**src/rtl/snoop_responder_if.sv**
```systemverilog
// ============================================================================
// Module      : snoop_responder_if
// Description : Coherence-bus op broadcast and write-back handshake bundle
//               between the bus/memory side and one snoop responder.
// Revision    : 1.0 - initial release
// ============================================================================
`default_nettype none

interface snoop_responder_if #(
    parameter int AW     = 16,
    parameter int LINE_W = 64
);
    // Op broadcast from the bus arbiter
    logic              op_valid;
    logic [1:0]        op;
    logic              cpu_doing_curr_op;
    logic [AW-1:0]     bus_addr;

    // Write-back channel towards memory
    logic              wb_valid;
    logic              wb_ready;
    logic [AW-1:0]     wb_addr;
    logic [LINE_W-1:0] wb_data;

    modport master (
        output op_valid,
        output op,
        output cpu_doing_curr_op,
        output bus_addr,
        output wb_ready,
        input  wb_valid,
        input  wb_addr,
        input  wb_data
    );

    modport slave (
        input  op_valid,
        input  op,
        input  cpu_doing_curr_op,
        input  bus_addr,
        input  wb_ready,
        output wb_valid,
        output wb_addr,
        output wb_data
    );
endinterface

`default_nettype wire

```
**src/rtl/snoop_responder.sv**
```systemverilog
// ============================================================================
// Module      : snoop_responder
// Description : Per-core MSI snoop responder; flushes, downgrades or
//               invalidates the local line for ops issued by the other core.
// Revision    : 1.0 - initial release
// ============================================================================
`default_nettype none

module snoop_responder #(
    parameter int CORE_ID = 0,
    parameter int AW      = 16,
    parameter int IDX_W   = 4,
    parameter int OFF_W   = 2,
    parameter int LINE_W  = 64
) (
    input  wire logic                        clk,
    input  wire logic                        rst_n,
    snoop_responder_if.slave                 bus,

    output logic [IDX_W-1:0]                 tag_rd_idx,
    input  wire logic [AW-IDX_W-OFF_W-1:0]   tag_rd_tag,
    input  wire logic [1:0]                  tag_rd_state,

    output logic [IDX_W-1:0]                 data_rd_idx,
    input  wire logic [LINE_W-1:0]           data_rd_data,

    output logic                             st_wr_en,
    output logic [IDX_W-1:0]                 st_wr_idx,
    output logic [1:0]                       st_wr_state,

    output logic                             snoop_busy,
    output logic                             snoop_hit,
    output logic                             snoop_done,
    output logic                             snoop_overrun
);

    localparam int         TAG_W         = AW - IDX_W - OFF_W;
    localparam logic       CORE_BIT      = 1'(CORE_ID);
    localparam logic [1:0] OP_READ_MISS  = 2'b01;
    localparam logic [1:0] OP_WRITE_MISS = 2'b10;
    localparam logic [1:0] ST_I          = 2'b00;
    localparam logic [1:0] ST_S          = 2'b01;
    localparam logic [1:0] ST_M          = 2'b10;

    typedef enum logic [2:0] {
        S_IDLE    = 3'd0,
        S_LOOKUP  = 3'd1,
        S_COMPARE = 3'd2,
        S_DATA    = 3'd3,
        S_WB      = 3'd4,
        S_UPDATE  = 3'd5,
        S_DONE    = 3'd6
    } state_t;

    state_t              state_q,    state_d;
    logic                is_write_q, is_write_d;
    logic [IDX_W-1:0]    idx_q,      idx_d;
    logic [TAG_W-1:0]    tag_q,      tag_d;
    logic [LINE_W-1:0]   wb_data_q,  wb_data_d;
    logic                overrun_q,  overrun_d;

    logic                w_accept;
    logic                w_hit;

    // Only real misses from the other core are snooped; NOOP and 2'b11 fall out here.
    assign w_accept = bus.op_valid
                    && ((bus.op == OP_READ_MISS) || (bus.op == OP_WRITE_MISS))
                    && (bus.cpu_doing_curr_op != CORE_BIT);

    assign w_hit = (tag_rd_state != ST_I) && (tag_rd_tag == tag_q);

    always_ff @(posedge clk or negedge rst_n) begin
        if (!rst_n) begin
            state_q    <= S_IDLE;
            is_write_q <= 1'b0;
            idx_q      <= '0;
            tag_q      <= '0;
            wb_data_q  <= '0;
            overrun_q  <= 1'b0;
        end else begin
            state_q    <= state_d;
            is_write_q <= is_write_d;
            idx_q      <= idx_d;
            tag_q      <= tag_d;
            wb_data_q  <= wb_data_d;
            overrun_q  <= overrun_d;
        end
    end

    always_comb begin
        state_d    = state_q;
        is_write_d = is_write_q;
        idx_d      = idx_q;
        tag_d      = tag_q;
        wb_data_d  = wb_data_q;
        overrun_d  = overrun_q;

        if (bus.op_valid && (state_q != S_IDLE)) begin
            overrun_d = 1'b1;
        end

        case (state_q)
            S_IDLE: begin
                if (w_accept) begin
                    is_write_d = (bus.op == OP_WRITE_MISS);
                    idx_d      = bus.bus_addr[OFF_W +: IDX_W];
                    tag_d      = bus.bus_addr[AW-1 : OFF_W+IDX_W];
                    state_d    = S_LOOKUP;
                end
            end
            S_LOOKUP: begin
                state_d = S_COMPARE;
            end
            S_COMPARE: begin
                if (!w_hit) begin
                    state_d = S_DONE;
                end else if (tag_rd_state == ST_M) begin
                    state_d = S_DATA;
                end else if (is_write_q) begin
                    state_d = S_UPDATE;
                end else begin
                    state_d = S_DONE;
                end
            end
            S_DATA: begin
                // Read was issued from COMPARE, so the line is already on data_rd_data.
                wb_data_d = data_rd_data;
                state_d   = S_WB;
            end
            S_WB: begin
                if (bus.wb_ready) begin
                    state_d = S_UPDATE;
                end
            end
            S_UPDATE: begin
                state_d = S_DONE;
            end
            S_DONE: begin
                state_d = S_IDLE;
            end
            default: begin
                state_d = S_IDLE;
            end
        endcase
    end

    always_comb begin
        tag_rd_idx   = '0;
        data_rd_idx  = '0;
        st_wr_en     = 1'b0;
        st_wr_idx    = '0;
        st_wr_state  = ST_I;
        snoop_hit    = 1'b0;
        bus.wb_valid = 1'b0;

        case (state_q)
            S_LOOKUP: begin
                tag_rd_idx = idx_q;
            end
            S_COMPARE: begin
                tag_rd_idx  = idx_q;
                data_rd_idx = idx_q;
                snoop_hit   = w_hit;
            end
            S_DATA: begin
                data_rd_idx = idx_q;
            end
            S_WB: begin
                bus.wb_valid = 1'b1;
            end
            S_UPDATE: begin
                st_wr_en    = 1'b1;
                st_wr_idx   = idx_q;
                st_wr_state = is_write_q ? ST_I : ST_S;
            end
            default: begin
            end
        endcase
    end

    assign bus.wb_addr    = {tag_q, idx_q, {OFF_W{1'b0}}};
    assign bus.wb_data    = wb_data_q;
    assign snoop_busy     = (state_q != S_IDLE);
    assign snoop_done     = (state_q == S_DONE);
    assign snoop_overrun  = overrun_q;

endmodule

`default_nettype wire

```
**src/flat_wrapper.sv**
```systemverilog
// flat-port wrapper written by rule: the top's interface ports become plain ports
module snoop_responder_flat 
#(
    parameter int CORE_ID = 0,
    parameter int AW      = 16,
    parameter int IDX_W   = 4,
    parameter int OFF_W   = 2,
    parameter int LINE_W  = 64
)
  (clk, rst_n, tag_rd_idx, tag_rd_tag, tag_rd_state, data_rd_idx, data_rd_data, st_wr_en, st_wr_idx, st_wr_state, snoop_busy, snoop_hit, snoop_done, snoop_overrun, bus_op_valid, bus_op, bus_cpu_doing_curr_op, bus_bus_addr, bus_wb_ready, bus_wb_valid, bus_wb_addr, bus_wb_data);
  snoop_responder_if #(.AW(AW), .LINE_W(LINE_W)) bus_i ();
  input  wire logic clk;
  input  wire logic rst_n;
  output logic [IDX_W-1:0] tag_rd_idx;
  input  wire logic [AW-IDX_W-OFF_W-1:0] tag_rd_tag;
  input  wire logic [1:0] tag_rd_state;
  output logic [IDX_W-1:0] data_rd_idx;
  input  wire logic [LINE_W-1:0] data_rd_data;
  output logic st_wr_en;
  output logic [IDX_W-1:0] st_wr_idx;
  output logic [1:0] st_wr_state;
  output logic snoop_busy;
  output logic snoop_hit;
  output logic snoop_done;
  output logic snoop_overrun;
  input wire logic [$bits(bus_i.op_valid)-1:0] bus_op_valid;
  input wire logic [$bits(bus_i.op)-1:0] bus_op;
  input wire logic [$bits(bus_i.cpu_doing_curr_op)-1:0] bus_cpu_doing_curr_op;
  input wire logic [$bits(bus_i.bus_addr)-1:0] bus_bus_addr;
  input wire logic [$bits(bus_i.wb_ready)-1:0] bus_wb_ready;
  output wire logic [$bits(bus_i.wb_valid)-1:0] bus_wb_valid;
  output wire logic [$bits(bus_i.wb_addr)-1:0] bus_wb_addr;
  output wire logic [$bits(bus_i.wb_data)-1:0] bus_wb_data;
  assign bus_i.op_valid = bus_op_valid;
  assign bus_i.op = bus_op;
  assign bus_i.cpu_doing_curr_op = bus_cpu_doing_curr_op;
  assign bus_i.bus_addr = bus_bus_addr;
  assign bus_i.wb_ready = bus_wb_ready;
  assign bus_wb_valid = bus_i.wb_valid;
  assign bus_wb_addr = bus_i.wb_addr;
  assign bus_wb_data = bus_i.wb_data;
  snoop_responder #(.CORE_ID(CORE_ID), .AW(AW), .IDX_W(IDX_W), .OFF_W(OFF_W), .LINE_W(LINE_W)) u_core (.clk(clk), .rst_n(rst_n), .bus(bus_i), .tag_rd_idx(tag_rd_idx), .tag_rd_tag(tag_rd_tag), .tag_rd_state(tag_rd_state), .data_rd_idx(data_rd_idx), .data_rd_data(data_rd_data), .st_wr_en(st_wr_en), .st_wr_idx(st_wr_idx), .st_wr_state(st_wr_state), .snoop_busy(snoop_busy), .snoop_hit(snoop_hit), .snoop_done(snoop_done), .snoop_overrun(snoop_overrun));
endmodule
```
**config.mk**
```make
export PLATFORM = sky130hd
export DESIGN_NAME = snoop_responder_flat
export DESIGN_NICKNAME = d
export VERILOG_FILES = /design/src/rtl/snoop_responder_if.sv /design/src/rtl/snoop_responder.sv /design/src/flat_wrapper.sv
export SDC_FILE = /design/constraint.sdc
export NUM_CORES = 1
export LEC_CHECK = 0
export ABC_CLOCK_PERIOD_IN_PS = 3200
export BUFFER_PORTS_ARGS = -buffer_cell sky130_fd_sc_hd__buf_2
export CELL_PAD_IN_SITES_DETAIL_PLACEMENT = 0
export CELL_PAD_IN_SITES_GLOBAL_PLACEMENT = 1
export CORE_MARGIN = 5
export CORE_UTILIZATION = 36
export CTS_CLUSTER_SIZE = 12
export DETAILED_ROUTE_END_ITERATION = 10
export PLACE_DENSITY = 0.93
export SLEW_MARGIN = 40
export SYNTH_ARGS = -nofsm -noshare
export SYNTH_HDL_FRONTEND = slang
export SYNTH_SLANG_ARGS = --single-unit
export TNS_END_PERCENT = 5
```
**constraint.sdc**
```tcl
create_clock -name clk -period 3.2 [get_ports clk]
set_input_delay 0.64 -clock clk [delete_from_list [all_inputs] [get_ports clk]]
set_output_delay 0.64 -clock clk [all_outputs]
set_load 0.005 [all_outputs]
```
Word level (Yosys, flattened, before mapping):

Index checks and enable logic that the tools add are counted.

* bits in registers: 83
* input bits: 99
* output and inout bits: 100
* logic and storage cells: 44

* equal/unequal tests: 12
* mux-type cells: 14
* reductions and logical operators: 12

Operators by type and width (count)
* 3-bit one-hot mux with 6 select lines: 1
* 3-bit two-way mux: 4
* 4-bit two-way mux: 3
* 10-bit == test: 1
* 3-bit == test, second input constant: 3
* 3-bit by 2-bit == test with 1-bit output, second input constant: 2
* 2-bit == test, second input constant: 2
* 1-bit logical AND: 4
* 1-bit two-way mux: 4
* 2-bit two-way mux: 2
* 2-bit AND reduction: 2
* 2-bit OR reduction: 2
* 3-bit by 1-bit == test with 1-bit output, second input constant: 1
* 3-bit zero test: 1
* 3-bit nonzero test: 1
* 2-bit by 1-bit == test with 1-bit output, second input constant: 1
* 2-bit by 1-bit != test with 1-bit output, second input constant: 1
* 2-bit != test, second input constant: 1
* 2-bit nonzero test: 1
* 1-bit logical OR: 1

Longest topological paths before layout:

* depth after elaboration: 6
* gate-level depth with buffers: 6
* depth with buffers taken out: 5

Worst setup path after synthesis:

OpenSTA, ideal clock, no wires.

* path kind: input -> register
* start: input port bus_op[0]
* end: register u_core.idx_q[2]
* setup time: 0.125 ns
* data arrival time: 1.886 ns
* required time: 3.075 ns
* slack: 1.189 ns
* stages on the path: 6
* path buffers: 2
* path through: inv_1 ha_1 or3_1 buf_6 buf_12 mux2_4

* word-level cells in the longest chain between the ends: 5
* elaborated cells between the ends (all ways): 6
* classes of those cells: eq/ne (2); reduce/logical (4)

Ends and longest elaborated chain
* from (decl): RTL line flat_wrapper.sv:27 `input wire logic [$bits(bus_i.op)-1:0] bus_op;`
* 2-bit by 1-bit == test with 1-bit output or 2-bit == test (tied branches): RTL line snoop_responder.sv:67 `&& ((bus.op == OP_READ_MISS) || (bus.op == OP_WRITE_MISS))`
* 1-bit logical OR (*): RTL line snoop_responder.sv:67
* 1-bit logical AND (*): RTL line snoop_responder.sv:67
* 1-bit logical AND (*): RTL line snoop_responder.sv:68 `&& (bus.cpu_doing_curr_op != CORE_BIT);`
* 2-bit AND reduction (no source line) (*)
* to (signal assigned): RTL line snoop_responder.sv:83 `idx_q <= idx_d;`
* to (decl): RTL line snoop_responder.sv:57 `logic [IDX_W-1:0] idx_q, idx_d;`

Mark *: on every way between the ends. The rest lies on a longest branch, timed or not.
A chain may end at the register's enable or synchronous reset.

Worst setup path in the final report:

* start: register u_core.state_q[0]
* end: output port tag_rd_idx[2]

* word-level cells in the longest chain between the ends: 3
* elaborated cells between the ends (all ways): 4
* classes of those cells: eq/ne (2); mux (1); reduce/logical (1)

Ends and longest elaborated chain
* from (decl): RTL line snoop_responder.sv:55 `state_t state_q, state_d;`
* from (signal assigned): RTL line snoop_responder.sv:81 `state_q <= state_d;`
* 3-bit by 1-bit == test with 1-bit output or 3-bit by 2-bit == test with 1-bit output (tied branches): RTL line snoop_responder.sv:156 `case (state_q)`
* 2-bit OR reduction (no source line) (*)
* 4-bit two-way mux (*): RTL line snoop_responder.sv:156
* to (decl): RTL line flat_wrapper.sv:14 `output logic [IDX_W-1:0] tag_rd_idx;`

Marked as above.

==> flow_summary.toml <==
[status]
status = "complete, no violations"

[timing]
tightest_slew_ns = 0.695
finalHoldViolations = 0
fmax_ghz = 0.434
fin_ws_ns = 0.894
rsz0062_at_grt = "false"
drv_slew = 0
finClkSkew_ns = 0.0118
tns_ns = 0
finalCritPeriodShare_pct = 72.1
final.min_clock_period_ns = 2.31
setup_violations = 0
maxSlewHeadroom_pct = 53.5
hold_slack_ns = 0.297

[layout]
layout_common_cells = "192 x buf_2, 83 x dfrtp_1, 69 x mux2_2"
mostFrequentLayoutCell = "buf_2"
nets = 537
area_growth_pct = 37.4
fillers = 905
final_area_mm2 = 0.00481
diodes = 0
drive_gt1_share_pct = 66.1

[clocking]
cts_tree = "done"
cts-hold-fix-buffers = 0
cts-resized-gates = 0
clk_latency_ns = 0.34
clockBufferDepth = 2
numClockSinks = 83
path_clk_slew_ns = 0.09
cts_setup_buffers = 0
cts_root_buf = "clkbuf_8"
htreeDepth = 3
cts_buffers = 9

[critical_path]
regToRegStartpoint = "u_core.state_q[1]"
crit_start = "u_core.state_q[0]"
cp-start-kind = "register"
worstPathRequired_ns = 2.56
r2r_cells = 4
arrival_ns = 1.67
path_max_fanout = 14
setup.worst_path.class = "reg2out"
reg2reg_to = "u_core.bus.wb_data[2]"
reg2reg_slack_ns = 0.92
crit_path_max_incr_delay_ns = 0.59
crit_chain = "nand2b_1, a21oi_1, and2_1, buf_2"
cpMaxStageDelayCell = "dfrtp_1"
critPathBufInv = 1
cp_top_family = "flip-flops"
critPathCaptureType = "output pin"

[floorplanning]
io_pins = 199
core-area_mm2 = 0.00964
die_w_um = 109
num_rows = 36
start_util_pct = 36.3
fp.dieH_um = 109
fp.dieArea_mm2 = 0.0118

[logic_synthesis]
synth_mux_area_share_pct = 26.5
synthTopCellsByArea = "dfrtp_1 59%, mux2_2 22%, mux2_4 4.3%"
netlist_area_mm2 = 0.00350
synth_top_area_share_pct = 59.3
synth-compound-area-share_pct = 1.64
synth_top_family_by_area = "multiplexers"
synth_xor_area_share_pct = 2.50
synth-warning-count = 0
synthAdderAreaFrac_pct = 0.358
synth.avg_cell_area_um2 = 14.5
ys_seq_area_share_pct = 59.3
synthCells = 241
post_synth_num_cell_types = 31
ys_ff_latch = 83
synth_top_cell_by_area = "dfrtp_1"
synthSimpleGateAreaFrac_pct = 6.61

[routing]
finalWirelength_um = 8740
via_per_inst = 4.57
dr.pass1.iters = 4
drt-initial-drc-count = 61
drc = 0
drt-wirelength-per-cell_um = 15.2
ant_nets = 0
vias = 2625

[global_route]
grt_max_degree = 84
grt_pass1_wl_um = 13400
antenna_found_initial = 0
grt_overflow = 0
track_usage_pct = 14.5
grt_pass1_vias = 2833

[job]
maxCapViolations = 0

[power]
p_leak_nw = 2.47
p_per_area_mw_per_mm2 = 894
ir_worst_vdd_mv = 0.360

[place]
postPlaceCellArea_mm2 = 0.00460
port_buffers = 193
post-place-ws_ns = 0.872
place_hpwl_um = 6800
gp_congestion = 0.758

[min_path]
worstHoldPathType = "in2async"
[Yosys cell counts, drive strengths merged]
library cell	n
a21o	1
a21oi	2
a31oi	1
and2	8
and3	5
buf	11
clkbuf	1
conb	1
dfrtp	83
ha	1
inv	4
mux2	79
nand2	4
nand2b	3
nand3	2
nand4	2
nor2	7
nor2b	2
nor3	5
nor4	2
o211ai	1
o21a	1
o21ai	2
o22a	1
or3	2
xor2	10
[per-stage QoR]
step | cells | power (mW) | utilization [%]
after floorplan | 243 | 2.72 | -
after global placement | 558 | 3.47 | 47.5
after detailed placement | 559 | 3.57 | 47.7
after CTS | 575 | 4.38 | 49.9
after global routing | 575 | 4.62 | 49.9
final | 575 | 4.30 | 49.9
[sequential cells by signal, indices dropped and copies added, names as in the netlist]
register / count
u_core.bus.wb_data: 64
u_core.is_write_q: 1
u_core.tag_q: 10
u_core.snoop_overrun: 1
u_core.state_q: 3
u_core.idx_q: 4
[logic make-up after synthesis]
family          after synthesis
flops                        83
xor+xnor                     10
other cells                   1
buf+inv                      16
compound gates                9
fa+ha+maj                     1
mux                          79
simple gates                 42
[where the power goes]
group,internal (mW),total (mW),leakage (nW),switching [mW]
registers,1.57,1.90,0.975,0.323
logic,0.969,1.62,1.39,0.649
clock network,0.392,0.787,0.109,0.395
[layout make-up]
type,count,area [µm²],share of cell area (%)
Inverter,4,15.0,0.312
Clock buffer,10,138,2.86
Clock inverter,6,72.6,1.51
Tap cell,133,166,3.46
Multi-Input combinational cell,144,1330,27.7
Sequential cell,83,2080,43.2
Timing Repair Buffer,195,1010,21.0
[worst max path at each step]
stage                             end  slack, ns  cells after the start
2_1_floorplan         u_core.idx_q[2]       1.19                      6
3_3_place_gp          u_core.tag_q[2]       0.84                      5
3_5_place_dp          u_core.tag_q[2]       0.87                      6
4_1_cts        u_core.bus.wb_data[24]       0.87                      4
5_1_grt        u_core.bus.wb_data[24]       0.68                      4
6_report                tag_rd_idx[2]       0.89                      4
[layer usage]
metal	GRT usage, %	vias to the layer above	part of all wire [%]
met2	25.9	112	52
met4	4.60	0	1.3
met3	4.72	12	8.5
met5	0	-	0
met1	16.4	1273	38
li1	-	1228	-
(Power assumes the default switching activity.)
